`src/rtl/ldpc_cnu_pipe.sv`:
```
// ldpc_cnu_pipe: five-stage min-sum check-node unit for the layered LDPC decoder.
// Stage 1 registers the beat. Stage 2 removes the old check message.
// Stage 3 finds min1/min2/idx/signs. Stage 4 applies the correction.
// Stage 5 adds the new check message back and emits the compressed Lr.
// One global enable stalls every stage while the output is held by the consumer.
module ldpc_cnu_pipe #(
   parameter  int D_WID = 8,
   parameter  int DEG   = 6,
   parameter  int IDX_W = 3,
   localparam int CLR_W = 2*(D_WID-1)+IDX_W+1+DEG
) (
   input  logic                 clk,
   input  logic                 reset_n,
   input  logic                 in_valid,
   output logic                 in_ready,
   input  logic                 first_iter,
   input  logic                 nms_mode,
   input  logic [D_WID-2:0]     offset,
   input  logic [DEG*D_WID-1:0] lq_in,
   input  logic [CLR_W-1:0]     clr_in,
   output logic                 out_valid,
   input  logic                 out_ready,
   output logic [DEG*D_WID-1:0] lq_out,
   output logic [CLR_W-1:0]     clr_out,
   output logic                 sat_flag
);

   localparam int MAG_W = D_WID-1;
   localparam int LQ_W  = DEG*D_WID;
   // Symmetric clamp limits; the most negative code is never produced.
   localparam logic signed [D_WID:0] POS_LIM = {2'b00, {(D_WID-1){1'b1}}};
   localparam logic signed [D_WID:0] NEG_LIM = -POS_LIM;

   // Returns {clamped_flag, clamped_value}.
   function automatic logic [D_WID:0] sat_clamp(input logic signed [D_WID:0] x);
      logic [D_WID:0] r;
      if (x > POS_LIM)
         r = {1'b1, POS_LIM[D_WID-1:0]};
      else if (x < NEG_LIM)
         r = {1'b1, NEG_LIM[D_WID-1:0]};
      else
         r = {1'b0, x[D_WID-1:0]};
      return r;
   endfunction

   // Signed Lr value of one position of a compressed check message.
   // An idx outside 0..DEG-1 never matches a position, so every lane takes min1.
   function automatic logic signed [D_WID:0] expand_lr(
      input logic [CLR_W-1:0] c,
      input logic [IDX_W-1:0] pos,
      input logic             sgn_i
   );
      logic [MAG_W-1:0]      mag;
      logic signed [D_WID:0] v;
      mag = (c[DEG+1 +: IDX_W] == pos) ? c[CLR_W-MAG_W-1 -: MAG_W] : c[CLR_W-1 -: MAG_W];
      v   = $signed({2'b00, mag});
      return (c[DEG] ^ sgn_i) ? -v : v;
   endfunction

   // Normalised (x0.75) or offset correction of one magnitude.
   function automatic logic [MAG_W-1:0] correct_mag(
      input logic [MAG_W-1:0] m,
      input logic             mode,
      input logic [MAG_W-1:0] off
   );
      logic [MAG_W-1:0] r;
      if (!mode)
         r = (m >> 1) + (m >> 2);
      else if (m > off)
         r = m - off;
      else
         r = '0;
      return r;
   endfunction

   logic en;

   // Stage 1 registers
   logic             v1_q, fi1_q, mode1_q;
   logic [MAG_W-1:0] off1_q;
   logic [LQ_W-1:0]  lq1_q;
   logic [CLR_W-1:0] clr1_q;
   // Stage 2 registers
   logic             v2_q, sat2_q, mode2_q;
   logic [MAG_W-1:0] off2_q;
   logic [LQ_W-1:0]  q2_d, q2_q;
   logic [DEG-1:0]   sat2_lane;
   // Stage 3 registers
   logic             v3_q, sat3_q, mode3_q, sgntot3_d, sgntot3_q;
   logic [MAG_W-1:0] off3_q, min1_3_d, min1_3_q, min2_3_d, min2_3_q;
   logic [IDX_W-1:0] idx3_d, idx3_q;
   logic [DEG-1:0]   sgn3_d, sgn3_q;
   logic [LQ_W-1:0]  q3_q;
   logic [MAG_W-1:0] mag3 [DEG];
   // Stage 4 registers
   logic             v4_q, sat4_q, sgntot4_q;
   logic [MAG_W-1:0] min1_4_q, min2_4_q;
   logic [IDX_W-1:0] idx4_q;
   logic [DEG-1:0]   sgn4_q;
   logic [LQ_W-1:0]  q4_q;
   // Stage 5 (output) registers
   logic             out_valid_q, sat_flag_q;
   logic [LQ_W-1:0]  lq5_d, lq_out_q;
   logic [CLR_W-1:0] clr5_d, clr_out_q;
   logic [DEG-1:0]   sat5_lane;

   // The whole pipe moves unless a valid output is being held back.
   assign en       = ~out_valid_q | out_ready;
   assign in_ready = en;

   // Stage 1: capture the accepted beat and its per-beat controls.
   always_ff @(posedge clk or negedge reset_n) begin
      if (!reset_n) begin
         v1_q    <= 1'b0;
         fi1_q   <= 1'b0;
         mode1_q <= 1'b0;
         off1_q  <= '0;
         lq1_q   <= '0;
         clr1_q  <= '0;
      end else if (en) begin
         v1_q    <= in_valid;
         fi1_q   <= first_iter;
         mode1_q <= nms_mode;
         off1_q  <= offset;
         lq1_q   <= lq_in;
         clr1_q  <= clr_in;
      end
   end

   // Stage 2 lanes: q = lq - old Lr (or lq alone on the first iteration), saturated.
   for (genvar gi = 0; gi < DEG; gi++) begin : g_s2
      logic signed [D_WID:0] ext, diff;
      logic [D_WID:0]        res;
      assign ext  = {lq1_q[(DEG-gi)*D_WID-1], lq1_q[(DEG-1-gi)*D_WID +: D_WID]};
      assign diff = fi1_q ? ext : ext - expand_lr(clr1_q, IDX_W'(gi), clr1_q[DEG-1-gi]);
      assign res  = sat_clamp(diff);
      assign q2_d[(DEG-1-gi)*D_WID +: D_WID] = res[D_WID-1:0];
      assign sat2_lane[gi] = res[D_WID];
   end

   // Stage 2: register the extrinsic values and their clamp flag.
   always_ff @(posedge clk or negedge reset_n) begin
      if (!reset_n) begin
         v2_q    <= 1'b0;
         sat2_q  <= 1'b0;
         mode2_q <= 1'b0;
         off2_q  <= '0;
         q2_q    <= '0;
      end else if (en) begin
         v2_q    <= v1_q;
         sat2_q  <= |sat2_lane;
         mode2_q <= mode1_q;
         off2_q  <= off1_q;
         q2_q    <= q2_d;
      end
   end

   // Stage 3 lanes: magnitude and sign; q is already clamped, so |q| fits MAG_W bits.
   for (genvar gi = 0; gi < DEG; gi++) begin : g_s3
      logic [D_WID-1:0] ql, ab;
      assign ql   = q2_q[(DEG-1-gi)*D_WID +: D_WID];
      assign ab   = ql[D_WID-1] ? (~ql + 1'b1) : ql;
      assign mag3[gi] = ab[MAG_W-1:0];
      assign sgn3_d[DEG-1-gi] = ql[D_WID-1];
   end

   // min1 chain: strict compare keeps the lowest index on ties.
   for (genvar gi = 0; gi < DEG; gi++) begin : g_min1
      logic [MAG_W-1:0] m;
      logic [IDX_W-1:0] id;
      if (gi == 0) begin : g_head
         assign m  = mag3[0];
         assign id = '0;
      end else begin : g_tail
         assign m  = (mag3[gi] < g_min1[gi-1].m) ? mag3[gi] : g_min1[gi-1].m;
         assign id = (mag3[gi] < g_min1[gi-1].m) ? IDX_W'(gi) : g_min1[gi-1].id;
      end
   end

   // min2 chain: smallest magnitude over every position except idx.
   for (genvar gi = 0; gi < DEG; gi++) begin : g_min2
      logic [MAG_W-1:0] m, prev;
      if (gi == 0) begin : g_head
         assign prev = '1;
      end else begin : g_tail
         assign prev = g_min2[gi-1].m;
      end
      assign m = ((IDX_W'(gi) != idx3_d) && (mag3[gi] < prev)) ? mag3[gi] : prev;
   end

   assign min1_3_d  = g_min1[DEG-1].m;
   assign idx3_d    = g_min1[DEG-1].id;
   assign min2_3_d  = g_min2[DEG-1].m;
   assign sgntot3_d = ^sgn3_d;

   // Stage 3: register the raw minima, index and signs.
   always_ff @(posedge clk or negedge reset_n) begin
      if (!reset_n) begin
         v3_q      <= 1'b0;
         sat3_q    <= 1'b0;
         mode3_q   <= 1'b0;
         off3_q    <= '0;
         q3_q      <= '0;
         min1_3_q  <= '0;
         min2_3_q  <= '0;
         idx3_q    <= '0;
         sgn3_q    <= '0;
         sgntot3_q <= 1'b0;
      end else if (en) begin
         v3_q      <= v2_q;
         sat3_q    <= sat2_q;
         mode3_q   <= mode2_q;
         off3_q    <= off2_q;
         q3_q      <= q2_q;
         min1_3_q  <= min1_3_d;
         min2_3_q  <= min2_3_d;
         idx3_q    <= idx3_d;
         sgn3_q    <= sgn3_d;
         sgntot3_q <= sgntot3_d;
      end
   end

   // Stage 4: correct both minima with the mode carried from stage 1.
   always_ff @(posedge clk or negedge reset_n) begin
      if (!reset_n) begin
         v4_q      <= 1'b0;
         sat4_q    <= 1'b0;
         q4_q      <= '0;
         min1_4_q  <= '0;
         min2_4_q  <= '0;
         idx4_q    <= '0;
         sgn4_q    <= '0;
         sgntot4_q <= 1'b0;
      end else if (en) begin
         v4_q      <= v3_q;
         sat4_q    <= sat3_q;
         q4_q      <= q3_q;
         min1_4_q  <= correct_mag(min1_3_q, mode3_q, off3_q);
         min2_4_q  <= correct_mag(min2_3_q, mode3_q, off3_q);
         idx4_q    <= idx3_q;
         sgn4_q    <= sgn3_q;
         sgntot4_q <= sgntot3_q;
      end
   end

   assign clr5_d = {min1_4_q, min2_4_q, idx4_q, sgntot4_q, sgn4_q};

   // Stage 5 lanes: new posterior = q + new Lr, saturated.
   for (genvar gi = 0; gi < DEG; gi++) begin : g_s5
      logic signed [D_WID:0] ext, sum;
      logic [D_WID:0]        res;
      assign ext = {q4_q[(DEG-gi)*D_WID-1], q4_q[(DEG-1-gi)*D_WID +: D_WID]};
      assign sum = ext + expand_lr(clr5_d, IDX_W'(gi), sgn4_q[DEG-1-gi]);
      assign res = sat_clamp(sum);
      assign lq5_d[(DEG-1-gi)*D_WID +: D_WID] = res[D_WID-1:0];
      assign sat5_lane[gi] = res[D_WID];
   end

   // Stage 5: output registers, held while the consumer stalls.
   always_ff @(posedge clk or negedge reset_n) begin
      if (!reset_n) begin
         out_valid_q <= 1'b0;
         lq_out_q    <= '0;
         clr_out_q   <= '0;
         sat_flag_q  <= 1'b0;
      end else if (en) begin
         out_valid_q <= v4_q;
         lq_out_q    <= lq5_d;
         clr_out_q   <= clr5_d;
         sat_flag_q  <= sat4_q | (|sat5_lane);
      end
   end

   assign out_valid = out_valid_q;
   assign lq_out    = lq_out_q;
   assign clr_out   = clr_out_q;
   assign sat_flag  = sat_flag_q;

endmodule

```
`config.mk`:
```
export PLATFORM = sky130hd
export DESIGN_NAME = ldpc_cnu_pipe
export DESIGN_NICKNAME = d
export VERILOG_FILES = /design/src/rtl/ldpc_cnu_pipe.sv
export SDC_FILE = /design/constraint.sdc
export NUM_CORES = 1
export LEC_CHECK = 0
export ABC_CLOCK_PERIOD_IN_PS = 31200
export CORE_MARGIN = 4
export CORE_UTILIZATION = 40
export DETAILED_ROUTE_END_ITERATION = 10
export GPL_TIMING_DRIVEN = 0
export PLACE_DENSITY_LB_ADDON = 0.3
export SLEW_MARGIN = 20
export SYNTH_ARGS = -nofsm -noshare
export SYNTH_HDL_FRONTEND = slang
export SYNTH_SLANG_ARGS = --single-unit
```
`constraint.sdc`:
```
create_clock -name clk -period 31.2 [get_ports clk]
set_clock_uncertainty 0.05 [all_clocks]
set_input_delay 3.12 -clock clk [delete_from_list [all_inputs] [get_ports clk]]
set_output_delay 3.12 -clock clk [all_outputs]
set_load 0.02 [all_outputs]
```
-- Word-level counts from Yosys, hierarchy flattened
Cells that the tools add are included.
- bits in read-only memories: 0
- memories kept: 0
- output and inout bits: 75
- bits in writable memories: 0
- bits in registers: 370
- bits of input ports: 85
- bits in latches: 0
- logic and storage cells: 232
- bitwise operators: 21
- add/sub/neg operators: 34
- reduce and logical (&&, ||, !) cells: 12
- $mul: 0
- shift-type cells: 0
- mux-type cells: 80
- div/mod/pow operators: 0
- magnitude comparators: 37
- equal/unequal tests: 15
- operators by type and width (operator ; number):
    two-way mux 9 bit ; 42
    two-way mux 7 bit ; 33
    > comparator 9 x 8 -> 1 bit (second input constant) ; 12
    < comparator 9 x 8 -> 1 bit (second input constant) ; 12
    negator 7 -> 9 bit ; 12
    < comparator 7 bit ; 10
    adder 8 x 9 -> 9 bit ; 6
    subtractor 8 x 9 -> 9 bit ; 6
    adder 7 x 1 -> 7 bit (second input constant) ; 6
    inverter 7 bit ; 6
    adder 6 x 5 -> 7 bit ; 2
    > comparator 7 bit ; 2
    subtractor 7 bit ; 2
    == test 3 x 2 -> 1 bit (second input constant) ; 4
    == test 3 bit (second input constant) ; 4
    OR reduction 6 bit ; 2
    bitwise XOR 1 bit ; 12
    < comparator 7 bit (second input constant) ; 1
    == test 3 x 1 -> 1 bit (second input constant) ; 2
    logical AND 1 bit ; 6
    zero test 3 bit ; 2
    two-way mux 3 bit ; 2
    != test 2 x 3 -> 1 bit (first input constant) ; 2
    != test 3 bit (first input constant) ; 2
    other kinds (7) ; 9

-- Longest topological paths before layout
Gate-level depths: netlist (run 1).
- depth in word-level cells: 31
- mapped depth: 87
- depth with buffers taken out: 81

-- Worst setup path after synthesis (run 1)
No wires, ideal clock.
- path kind: register -> register
- start: register q2_q[40]
- end: register min2_3_q[2]
- period minus slack after synthesis: 17.000 ns
- path buffers: 3
- slack: 14.200 ns
- data required time: 31.064 ns
- setup time: 0.086 ns
- arrival: 16.864 ns
- stages on the path, launching flop included: 83
- path through: dfrtp_1 > inv_1 > ha_1 > nand2b_1 > xnor2_1 > inv_1 > ha_1 > o21ai_0 > o221ai_2 > a211o_1 > nand3_1 > a221oi_1 > inv_1 > ha_1 > and2_1 > o2111a_1 > nor4b_4 > nand2_1 > [... 47 more ...] > a2111o_1 > o211ai_2 > mux2_2 > ha_1 > nand2_1 > a21oi_1 > a311oi_1 > o211ai_4 > mux2i_1 > inv_1 > ha_1 > a21oi_1 > o21ai_0 > nor3_1 > o21a_1 > nor2_1 > a22o_1 > nor3_1
- longest elaborated chain between the ends: 31
- elaborated cells on any way between the ends: 41
- those cells by class: add/sub (1); order compare (11); eq/ne (5); mux (16); bitwise (1); reduce/logical (7)
- ends and longest elaborated chain (what ; RTL line ; source):
    start, declared ; 86 ; logic [LQ_W-1:0] q2_d, q2_q;
    start signal, assigned ; 154 ; q2_q <= q2_d;
    inverter 7 bit ; 162 ; assign ab = ql[D_WID-1] ? (~ql + 1'b1) : ql;
    adder 7 x 1 -> 7 bit ; 162 ;
    two-way mux 7 bit (*) ; 162 ;
    < comparator 7 bit ; 175, 176 ;
    two-way mux 7 bit ; 175 ; assign m = (mag3[gi] < g_min1[gi-1].m) ? mag3[gi] : g_min1[gi-1].m;
    < comparator 7 bit ; 175, 176 ;
    two-way mux 7 bit ; 175 ;
    < comparator 7 bit ; 175, 176 ;
    [... 15 more ...] ; n/a ;
    logical AND 1 bit ; 188 ; assign m = ((IDX_W'(gi) != idx3_d) && (mag3[gi] < prev)) ? mag3[gi] : prev;
    two-way mux 7 bit ; 188 ;
    < comparator 7 bit ; 188 ;
    logical AND 1 bit ; 188 ;
    two-way mux 7 bit ; 188 ;
    < comparator 7 bit ; 188 ;
    logical AND 1 bit ; 188 ;
    two-way mux 7 bit (*) ; 188 ;
    end signal, assigned ; 216 ; min2_3_q <= min2_3_d;
    end, declared ; 90 ; logic [MAG_W-1:0] off3_q, min1_3_d, min1_3_q, min2_3_d, min2_3_q;
Mark *: on every way between the ends. The rest lies on a longest branch, timed or not.
A chain may end at the register's enable or synchronous reset.

-- Worst setup path in the final report (run 1)
Same ends and word-level chain as after synthesis.

==> results of run 1 <==
tightest hold or removal path: cells and delay by family, from the launching register on:
kind          cells  cell delay [ns]
simple gates      2             0.10
flops             1             0.34
cells in the mapped netlist, types with 7 or more instances:
cell / instances / area [um^2]
nor2b_1: 41 / 257
dfrtp_1: 358 / 8960
or4_1: 9 / 67.6
nor3_1: 30 / 150
a41oi_1: 12 / 105
o31ai_1: 16 / 120
nand4_1: 19 / 119
nor4_1: 9 / 56.3
and3_1: 7 / 43.8
a31oi_1: 68 / 425
clkbuf_1: 112 / 420
nand2_1: 808 / 3030
a21oi_1: 204 / 1020
buf_1: 29 / 109
nand3_1: 34 / 170
a31o_2: 7 / 61.3
o21bai_1: 28 / 210
a211o_1: 8 / 70.1
xnor2_1: 103 / 902
maj3_1: 7 / 70.1
and2_1: 9 / 56.3
a21o_1: 67 / 503
nand2b_1: 34 / 213
a211oi_1: 30 / 225
xor2_1: 105 / 920
mux2i_1: 111 / 1110
o21ai_0: 220 / 1100
o21a_1: 20 / 150
ha_1: 169 / 2110
fa_1: 16 / 320
inv_1: 147 / 552
o211ai_1: 23 / 173
nor3b_1: 7 / 52.6
nor2_1: 217 / 815
mux2_2: 23 / 259
layer usage:
| layer | track usage | up-vias |
|---|---|---|
| met4 | 0.0972 | 0 |
| met2 | 0.395 | 900 |
| met1 | 0.331 | 11455 |
| met5 | 0 | - |
| li1 | - | 11646 |
| met3 | 0.0337 | 175 |
placed cells by master (no fill, tap or decap), types with 19 or more instances in the layout:
master             n
mux2i_1          111
nor3_1            29
ha_1             169
o211ai_1          23
o21a_1            20
mux2_2            23
clkbuf_16         40
clkdlybuf4s50_1  158
nand4_1           19
nand3_1           34
inv_1            147
nor2b_1           41
clkbuf_1         124
nor2_1           217
nand2b_1          34
dfrtp_1          358
a211oi_1          30
a21oi_1          204
a21o_1            67
o21ai_0          220
a31oi_1           68
o21bai_1          28
xor2_1           105
xnor2_1          103
buf_1             29
nand2_1          808
kinds of logic after synthesis:
family,Yosys count
AOI/OAI and AO/OA,793
xor gates and xnor gates,209
adders and majority gates,192
buffers and inverters,299
DFF,358
muxes,134
and+or+nand+nor,1267
state kept, by name (all words and copies together), names as in the netlist, 24 cells and up:
signal / flops
lq_out: 48
q4_q: 42
clr1_q: 24
q3_q: 42
clr_out: 24
lq1_q: 48
q2_q: 48
final cells by class:
type	instances	area share
Timing Repair Buffer	163	0.0560
Sequential cell	358	0.294
Multi-Input combinational cell	2595	0.533
Clock buffer	60	0.0376
Buffer	150	0.0195
Tap cell	855	0.0351
Clock inverter	11	0.00579
Inverter	149	0.0184
stage by stage:
| stage | cells | utilization |
|---|---|---|
| after floorplan | 3252 | - |
| after global placement | 4266 | 0.448 |
| after detailed placement | 4270 | 0.449 |
| after CTS | 4341 | 0.470 |
| after global routing | 4341 | 0.470 |
| final | 4341 | 0.470 |
how the worst max path moves through the flow:
| stage | to | slack, ns | cells after the start | start |
|---|---|---|---|---|
| after CTS | min2_3_q[2] | 9.80 | 79 | q2_q[40] |
| after detailed placement | min2_3_q[2] | 9.91 | 79 | q2_q[40] |
| after global placement | min2_3_q[2] | 9.96 | 79 | q2_q[40] |
| after global routing | min2_3_q[2] | 7.94 | 79 | q2_q[40] |
| after floorplan | min2_3_q[2] | 14.20 | 82 | q2_q[40] |
| final | min2_3_q[2] | 9.43 | 79 | q2_q[40] |
==> impl_results.md, run 1 <==
- Flops & latches, synth: 358
- Hold-fix buffers at CTS: 0
- Worst hold path endpoint: q4_q[5]
- Seq/Total Area, Yosys: 0.340
- Antenna-violating nets left: 0
- Share of cells above drive strength 1: 0.0407
- Final setup viols: 0
- Area growth, synth to finish: 15.6%
- CTS tree: done
- Met2 wire len: 40000 um
- Synth Area in XOR/XNOR: 0.0698
- Die width: 265 um
- Relative slew slack: 0.217
- Rows: 93
- Synthesized instance count: 3252
- Reg2Reg Capture Point: min2_3_q[2]
- IO Port Bufs: 159
- RD Place Congestion: 0.955
- Num CTS Buffers: 40
- R2R setup slack: 9.43 ns
- Postcts setup bufs: 0
- Worst Hold Slack: 0.411 ns
- Final WS setup: 9.43 ns
- Nets: 3727
- First-pass GRT wire length: 135000 um
- Simple-gate area share of the yosys netlist: 0.205
- Worst slack, placed: 9.91 ns
- Syn Nets: 3522
- Main combinational cell family by area after synthesis: simple AND/OR/NAND/NOR gates
- Most used cell, CP: ha_1
- Highest Signal Layer: met4
- Adder-cell area share of the yosys netlist: 0.0951
- WL/cell: 20.4 um
- Actual slew at the worst max-slew pin: 1.17 ns
- Synth unique cells: 102
- CTS Sinks: 358
- Crit path max-delay family: compound AO/OA/AOI/OAI gates
- Crit path max fanout: 10
- Vias in the first global route: 22750
- Largest net degree at the start of global routing: 99
- Avg Inst Size Synth: 8.10 um^2
- N_diodes: 0
- WP data required: 31.63 ns
- Finished Cell Area: 30500 um^2
- H-tree depth: 2
- HP Class: register to register
- Fin crit share: 0.698
- Grt ovf: 0
- Area of the multi-input gates: 16200 um^2
- Total GRT Usage: 0.244
- Hold Vio Cnt, Final: 0
- Antenna violations before repair: 1
- Met1 wire length: 38400 um
- Fraction of registers with async set/reset: 1.00
- I/O pins: 160
- CTS clock-pin slew for the worst setup and hold paths: 0.06 ns
- TNS Setup: 0 ns
- DP Wirelength: 69500 um
- Total Routed Length: 88400 um
- CTS max path bufs: 3
- Buf/Inv on CP: 9
- R2r worst-path depth: 79
- Type of origin of the critical path: register
- Achievable frequency: 45.9 MHz
- Initial DRC Count: 2332
- Post-CTS sizing: 0
- Die Area: 70000 um^2
- Vias: 24176
- Placed Area: 29100 um^2
- First drt pass iteration count: 7
- Critical path class: register to register
- RR Startpoint: q2_q[40]
- DRC: 0
- Die height: 265 um
- Met3 routed WL: 6160 um
- Crit-path slowest cell: a221oi_1
- Vias per cell: 5.57
- CORE AREA: 64800 um^2
- Final slew viol count: 0
- Max Cap Viol: 0
- Number of synthesized flops with an enable pin: 0
- RSZ-0062 raised after global routing: no
- Storage cell area: 8960 um^2
- Post-synthesis mux area share: 0.0520
- Final worst path period need: 21.77 ns
- Crit. End Element: register
- Max incr delay on CP: 0.83 ns
- Main synth FF type: dfrtp_1
- Synth Area in Compound Gates: 0.194
- Cell Area, Synth: 26400 um^2
- Hold Crit Start: q3_q[5]
- Clk Tree Root Cell: clkbuf_16
- Clock Latency Late Sink: 0.59 ns
- Fill cell count: 6494
- YS warnings: 0
- Status: finished, final reports clean
- Starting Density: 0.407
- WHS Path Cells: 2
- Arrival @ worst endpoint: 22.20 ns
Power of run 1 is left out: the tool's default activity adds up to more than one toggle a clock period on the data nets, which glitch-free logic cannot reach.
==> inputs of run 2 (changes only) <==
ABC_CLOCK_PERIOD_IN_PS = 18140   (was 31200)
clock period = 18.14 ns   (was 31.2 ns; I/O delays follow)
==> run 2 against run 1 <==
Against the previous run: critical path depth is 5 higher; hold slack worse by 0.0016 ns; register-to-register slack got worse by 8.6 ns; sequential share of layout area shrank 0.61 points; final area rose by 2.1%; critical path type unchanged; largest cell class unchanged; highest routed layer unchanged.
==> impl_results.md, run 2 (synthesis results as in run 1) <==
- Status: finished, final reports clean
- Area growth, synth to finish: 18.1%
- Hold-fix buffers at CTS: 0 (unchanged)
- Die width: 265 um (unchanged)
- Total GRT Usage: 0.245 (+0.00123)
- Max Cap Viol: 0 (unchanged)
- Vias: 24376 (+0.83%)
- CTS clock-pin slew for the worst setup and hold paths: 0.06 ns (about the same)
- HP Class: register to register
- WP data required: 18.57 ns (-13.06 ns)
- Cell count after placement: 4270 (unchanged)
- CTS Sinks: 358 (unchanged)
- Critical path class: register to register
- Num CTS Buffers: 40 (unchanged)
- Die Area: 70000 um^2 (unchanged)
- Clk Tree Root Cell: clkbuf_16
- Achievable frequency: 57.7 MHz (+26%)
- IO Port Bufs: 159 (unchanged)
- Share of cells above drive strength 1: 0.0643 (+0.0236)
- Hold Vio Cnt, Final: 0 (unchanged)
- Antenna violations before repair: 1 (unchanged)
- Type of origin of the critical path: register
- Relative slew slack: 0.229 (+0.0121)
- Final slew viol count: 0 (unchanged)
- H-tree depth: 2 (unchanged)
- Arrival @ worst endpoint: 17.75 ns (-4.45 ns)
- CORE AREA: 64800 um^2 (unchanged)
- Buf/Inv on CP: 11 (+2)
- Most used cell, CP: ha_1
- Most frequent cells in the layout: 806 x nand2_1, 356 x dfrtp_1, 217 x o21ai_0
- Crit path max fanout: 10 (unchanged)
- R2R setup slack: 0.82 ns (-8.62 ns)
- Worst slack, placed: -3.15 ns (-13.06 ns)
- Placed Area: 29100 um^2 (unchanged)
- Non-filler cells, final: 4385 (+1.0%)
- Clock Latency Late Sink: 0.58 ns (about the same)
- Actual slew at the worst max-slew pin: 1.16 ns (-0.0182 ns)
- Rows: 93 (unchanged)
- Antenna-violating nets left: 0 (unchanged)
- Fill cell count: 6447 (-0.72%)
- I/O pins: 160 (unchanged)
- Leading cell type in the layout, fill and taps excluded: nand2_1
- CTS max path bufs: 3 (unchanged)
- Fin crit share: 0.955 (+0.257)
- CTS tree: done
- Worst Hold Slack: 0.410 ns (-0.00155 ns)
- First drt pass iteration count: 6 (-1)
- Initial DRC Count: 2336 (+0.17%)
- First-pass GRT wire length: 135000 um (+0.54%)
- Final worst path period need: 17.32 ns (-4.44 ns)
- Finished Cell Area: 31100 um^2 (+2.1%)
- Vias in the first global route: 22928 (+0.78%)
- Vias per cell: 5.56 (-0.18%)
- Total Routed Length: 89100 um (+0.84%)
- Max incr delay on CP: 0.49 ns (-0.34 ns)
- RD Place Congestion: 0.955 (unchanged)
- Nets: 3770 (+1.2%)
- Largest net degree at the start of global routing: 99 (unchanged)
- Final WS setup: 0.815 ns (-8.62 ns)
- DRC: 0 (unchanged)
- Die height: 265 um (unchanged)
- Crit-path slowest cell: a2111o_1
- Crit path max-delay family: compound AO/OA/AOI/OAI gates
- Final setup viols: 0 (unchanged)
- DP Wirelength: 69500 um (unchanged)
- Starting Density: 0.407 (unchanged)
- WL/cell: 20.3 um (-0.17%)
- Crit. End Element: register
- Grt ovf: 0 (unchanged)
## run 2: what timing repair did
item / in CTS / in global routing
gates resized for setup: 36 / 33
buffers inserted: 13 / 30
setup endpoints to repair: 7 / 7
pin swaps: 9 / 22
cloned: 0 / 0
## run 2: per-stage QoR
stage,util,setup TNS [ns]
2_1_floorplan,-,0
3_3_place_gp,0.448,-258.24
3_5_place_dp,0.449,-21.58
4_1_cts,0.474,0
5_1_grt,0.480,-0.337
6_report,0.480,0
## run 2: final cells by class
class / instances / area, um^2 / share of cell area
Buffer: 150 / 604 / 0.0194
Multi-Input combinational cell: 2595 / 16600 / 0.532
Inverter: 149 / 567 / 0.0182
Sequential cell: 358 / 8960 / 0.288
Antenna cell: 1 / 2.50 / 0.0000804
Timing Repair Buffer: 206 / 2030 / 0.0652
Tap cell: 855 / 1070 / 0.0344
Clock inverter: 11 / 176 / 0.00567
Clock buffer: 60 / 1150 / 0.0368
## run 2: path summary, 6_finish.rpt
path	startpoint	endpoint	cells past startpoint
hold / removal	q3_q[5]	q4_q[5]	2
setup / recovery	q2_q[32]	min2_3_q[2]	84
hold reg to reg	q3_q[5]	q4_q[5]	2
min in group asynchronous	reset_n	lq_out[20]	1
max in group asynchronous	reset_n	min1_3_q[4]	3
setup reg to reg	q2_q[32]	min2_3_q[2]	84
## run 2: layer usage
metal | up-vias | global-route usage | wire, um
met5 | - | 0 | 0
met4 | 0 | 0.0921 | 3510
met3 | 175 | 0.0317 | 5870
met1 | 11601 | 0.333 | 38900
li1 | 11741 | - | -
met2 | 859 | 0.401 | 40900
## run 2: worst min-delay path, stage by stage (launching register included)
cell	delay, ns
dfrtp_1	0.34
nand2_1	0.05
nand2_1	0.05
Power of run 2 is left out for the same reason.
==> inputs of run 3 (changes only) <==
CELL_PAD_IN_SITES_DETAIL_PLACEMENT = 1   (was default)
CELL_PAD_IN_SITES_GLOBAL_PLACEMENT = 1   (was default)
==> run 3 against run 2 <==
Against the previous run: critical endpoint is now min2_3_q[3]; critical path depth did not move; register-to-register slack worse by 0.04 ns; fmax is 0.22% lower; non-clock buffer count rose by 3; via count increased by 2.0%; die area stayed put; global-route usage rose by 2.7 points; final area increased by 0.34%; sequential share of layout area fell by 0.097 points; setup slack worse by 0.038 ns; first-iteration DRC count down 22%; cell count is essentially flat.
==> impl_results.md, run 3 (synthesis results as in run 1) <==
- Status: finished, final reports clean
- DRC: 0 (unchanged)
- Actual slew at the worst max-slew pin: 1.19 ns (+0.0290 ns)
- Antenna-violating nets left: 0 (unchanged)
- Crit path launch: q2_q[40]
- H-tree depth: 2 (unchanged)
- Relative slew slack: 0.210 (-0.0193)
- Share of cells above drive strength 1: 0.0699 (+0.00559)
- RD Place Congestion: 0.955 (about the same)
- Num CTS Buffers: 42 (+5.0%)
- CTS Sinks: 358 (unchanged)
- Final slew viol count: 0 (unchanged)
- Vias per cell: 5.67 (+1.9%)
- R2R setup slack: 0.78 ns (-0.04 ns)
- Vias: 24864 (+2.0%)
- Crit-path slowest cell: a2111o_1
- CTS max path bufs: 3 (unchanged)
- Achievable frequency: 57.6 MHz (-0.22%)
- WHS Path Cells: 2 (unchanged)
- Crit. End Element: register
- Fin crit share: 0.957 (+0.00211)
- Layout Utilization: 0.482 (+0.00162)
- Die height: 265 um (unchanged)
- Initial DRC Count: 1820 (-22%)
- Starting Density: 0.407 (unchanged)
- Most used cell, CP: ha_1
- N_diodes: 0 (-1)
- RR Startpoint: q2_q[40]
- R2r worst-path depth: 84 (unchanged)
- IO Port Bufs: 159 (unchanged)
- Hold Vio Cnt, Final: 0 (unchanged)
- Worst hold path endpoint: off2_q[5]
- Nets: 3775 (+0.13%)
- Die Area: 70000 um^2 (unchanged)
- HP Class: register to register
- Finished Cell Area: 31200 um^2 (+0.34%)
- Max Cap Viol: 0 (unchanged)
- Clock Latency Late Sink: 0.58 ns (about the same)
- I/O pins: 160 (unchanged)
- Area growth, synth to finish: 18.5%
- Total Routed Length: 98800 um (+11%)
- CORE AREA: 64800 um^2 (unchanged)
- Arrival @ worst endpoint: 17.76 ns (about the same)
- WL/cell: 22.5 um (+11%)
- CTS tree: done
- DP Wirelength: 76000 um (+9.3%)
- Final setup viols: 0 (unchanged)
- Type of origin of the critical path: register
- WP data required: 18.54 ns (-0.03 ns)
- Die width: 265 um (unchanged)
- Final worst path period need: 17.36 ns (+0.0383 ns)
- Total GRT Usage: 0.272 (+0.0271)
- Placed Area: 29100 um^2 (about the same)
- Hold-fix buffers at CTS: 0 (unchanged)
- Reg2Reg Capture Point: min2_3_q[3]
- Largest net degree at the start of global routing: 94 (-5.1%)
- Max incr delay on CP: 0.50 ns (about the same)
- First drt pass iteration count: 5 (-1)
- Antenna violations before repair: 1 (unchanged)
- Crit path max fanout: 10 (unchanged)
- Vias in the first global route: 25202 (+9.9%)
- Grt ovf: 0 (unchanged)
- First-pass GRT wire length: 150000 um (+11%)
- CTS clock-pin slew for the worst setup and hold paths: 0.07 ns (about the same)
- Most frequent cells in the layout: 806 x nand2_1, 356 x dfrtp_1, 217 x o21ai_0
- Hold Crit Start: off1_q[5]
- Rows: 93 (unchanged)
- Leading cell type in the layout, fill and taps excluded: nand2_1
- Clk Tree Root Cell: clkbuf_16
- Critical path class: register to register
## run 3: cell types whose count changed in the layout (fill, tap and decap cells not counted), moves of 3 or more
cell       previous run  this run
clkbuf_1            122       114
clkinv_2              3         8
a21oi_1             201       198
buf_6                 3         6
bufinv_16             4         1
clkbuf_2              2         5
## run 3: worst max path at each step
stage / endpoint / depth (start not counted)
after global routing: min2_3_q[1] / 84
after CTS: min2_3_q[6] / 84
after detailed placement: min2_3_q[2] / 80
after global placement: min2_3_q[2] / 80
final: min2_3_q[3] / 84
after floorplan: min2_3_q[2] / 82
## run 3: routing by layer
| metal | share of wire | global-route usage |
|---|---|---|
| met5 | 0.00016 | 0 |
| met2 | 0.47 | 0.463 |
| met3 | 0.043 | 0.0290 |
| met1 | 0.44 | 0.357 |
| met4 | 0.046 | 0.108 |
## run 3: layout make-up
| type | instances | area, um^2 |
|---|---|---|
| Fill cell | 7861 | 33600 |
| Timing Repair Buffer | 210 | 2060 |
| Inverter | 149 | 567 |
| Clock inverter | 15 | 126 |
| Sequential cell | 358 | 8960 |
| Multi-Input combinational cell | 2595 | 16600 |
| Clock buffer | 57 | 1170 |
| Buffer | 149 | 612 |
| Tap cell | 855 | 1070 |
## run 3: worst max-delay path, delay by kind of cell, from the launching register on
kind	cells	cell delay, ns
AOI/OAI and AO/OA	41	8.63
adders and majority gates	9	2.73
and+or+nand+nor	18	2.58
buffers and inverters	12	1.63
muxes	3	0.87
DFF	1	0.47
xor gates and xnor gates	1	0.24
## run 3: what timing repair did
item                                    4_1_cts  5_1_grt
pin swaps                                    16       20
resized for setup                            44       45
endpoints found under the setup margin        7        7
buffers inserted                             19       27
## run 3: stage by stage
stage | cells | hold WS, ns | TNS, ns | setup slack (ns)
2_1_floorplan | 3252 | 0.380 | 0 | 1.14
4_1_cts | 4362 | 0.414 | 0 | 0.000679
5_1_grt | 4388 | 0.437 | -1.23 | -0.203
3_5_place_dp | 4271 | 0.405 | -25.96 | -3.77
3_3_place_gp | 4266 | 0.391 | -340.68 | -3.51
6_report | 4388 | 0.411 | 0 | 0.777
Power of run 3 is left out for the same reason.
==> RTL edit: new RTL, settings of run 3 <==
Reset style: synchronous (`reset_n`), changed in 5 clocked blocks.
--- a/src/rtl/ldpc_cnu_pipe.sv
+++ b/src/rtl/ldpc_cnu_pipe.sv
@@ -110,5 +110,5 @@
 
    // Stage 1: capture the accepted beat and its per-beat controls.
-   always_ff @(posedge clk or negedge reset_n) begin
+   always_ff @(posedge clk) begin
       if (!reset_n) begin
          v1_q    <= 1'b0;
@@ -140,5 +140,5 @@
 
    // Stage 2: register the extrinsic values and their clamp flag.
-   always_ff @(posedge clk or negedge reset_n) begin
+   always_ff @(posedge clk) begin
       if (!reset_n) begin
          v2_q    <= 1'b0;
@@ -195,5 +195,5 @@
 
    // Stage 3: register the raw minima, index and signs.
-   always_ff @(posedge clk or negedge reset_n) begin
+   always_ff @(posedge clk) begin
       if (!reset_n) begin
          v3_q      <= 1'b0;
@@ -222,5 +222,5 @@
 
    // Stage 4: correct both minima with the mode carried from stage 1.
-   always_ff @(posedge clk or negedge reset_n) begin
+   always_ff @(posedge clk) begin
       if (!reset_n) begin
          v4_q      <= 1'b0;
@@ -258,5 +258,5 @@
 
    // Stage 5: output registers, held while the consumer stalls.
-   always_ff @(posedge clk or negedge reset_n) begin
+   always_ff @(posedge clk) begin
       if (!reset_n) begin
          out_valid_q <= 1'b0;
Check against the original RTL: no difference found for any inputs over 4 cycles, from zero or initial values and one cycle with reset_n low; that may be too few to reach the edited logic, so the function may still have changed.
==> RTL edit against run 3 <==
Sequential cell count did not move; routed wire length is 3.3% higher; non-clock buffer count rose by 39; fmax decreased by 1.2%; synthesized area shrank 2.1%; sequential share of layout area down 5.3 points; via count grew 3.2%; setup slack got worse by 220 ps; cell area decreased by 1.7%; synthesized cell count up 1.8%; critical path depth down 1.
Power is not shown: default switching activity piles up to over one toggle a cycle in this logic, so the estimate is an artifact.
==> RTL edit: results (changes against run 3) <==
outcome:
  outcome: "complete, no violations"
yosys:
  ys_async_sr_fraction: 0  # -1.00
  synth-compound-area-share: 0.268  # +0.0739
  synth_seq_area_share: 0.278  # -0.0622
  syn-num-nets: 3581  # +1.7%
  syn_inst: 3311  # +1.8%
  synth_top_area_share: 0.278  # -0.0622
  yosys.cell_types.count: 99  # -2.9%
  yosys.area_share.adder: 0.0963  # +0.00126
  yosys-top-cells-area: "dfxtp_1 28%, nand2_1 9.3%, ha_1 8.2%"
  synth_flop_cell: "dfxtp_1"
sta:
  slew_headroom: 0.270  # +0.0602
global_route:
  met1_usage: 0.379  # +0.0212
  grtUsageMet3: 0.0303  # +0.00130
  grt_max_degree: 14  # -85%
  grtUsageMet2: 0.489  # +0.0265
  antenna_found_initial: 2  # +1
finish:
  nNetsFinal: 3833  # +1.5%
  fillers: 7795  # -0.84%
detailed_routing:
  wl_met3_mm: 5.76  # +34%
  drtIter0Drc: 2003  # +10%
  met2_length_mm: 47.9  # +3.0%
  routedWlPerCell_um: 23.0  # +2.1%
  viasPerCell: 5.78  # +2.0%
  top_layer: "met4"
setup_path:
  crit_slowest_cell: "xor2_1"
  max_stage_delay_ps: 800  # +300 ps
  arrival_ps: 18010  # +250 ps
place:
  dp.cells: 4316  # +1.1%
  globalplace.congestion: 0.969  # +1.5%
  dp_hpwl_mm: 79.1  # +4.1%
clock_tree:
  cts_buffers: 43  # +2.4%
run:
  drv_cap: 0  # unchanged
==> RTL edit: cell count changes in the layout (fill, tap and decap cells not counted), sizes merged, moves of 19 or more <==
| cell | delta |
|---|---|
| o211a | +28 |
| a211oi | -19 |
| a21boi | +230 |
| nand2 | -172 |
| nand2b | +20 |
| dfxtp | +358 |
| clkbuf | +51 |
| dfrtp | -358 |
| nor2 | -67 |
| a31oi | -39 |
==> RTL edit: worst min-delay path: stages, from the launching register on <==
cell and delay (ps):
dfxtp_1 310, nand2_1 50, a21boi_0 60
==> RTL edit: final cells by class <==
| type | instances | share of cell area |
|---|---|---|
| clock inverters | 21 | 0.00877 |
| plain buffers | 191 | 0.0260 |
| multi-input cells | 2624 | 0.577 |
| inverters | 138 | 0.0170 |
| well taps | 846 | 0.0345 |
| repair buffers | 207 | 0.0636 |
| flip-flops and latches | 358 | 0.234 |
| clock buffers | 57 | 0.0397 |
==> RTL edit: through the flow <==
stage | hold slack [ps] | setup TNS, ps | setup WS (ps) | area, um2
floorplan | 390 | 0 | 155 | 25800
global placement | 399 | -27650 | -4060 | 28400
detailed placement | 408 | -26870 | -3950 | 28500
CTS | 416 | 0 | 15.8 | 30200
global route | 430 | -672 | -150 | 30700
finish | 413 | 0 | 559 | 30700
==> RTL edit: worst paths after layout <==
kind         slack, ps     endpoint  cells after the start       from
min reg2reg        410    lq1_q[32]                      2  lq1_q[32]
min                410    lq1_q[32]                      2  lq1_q[32]
max reg2reg        560  min2_3_q[6]                     83   q2_q[24]
max                560  min2_3_q[6]                     83   q2_q[24]
==> RTL edit: repair_timing <==
item | in CTS | in global routing
setup endpoints to repair | 7 | 7
gates resized for setup | 41 | 62
pin swaps | 12 | 25
setup buffers | 14 | 34
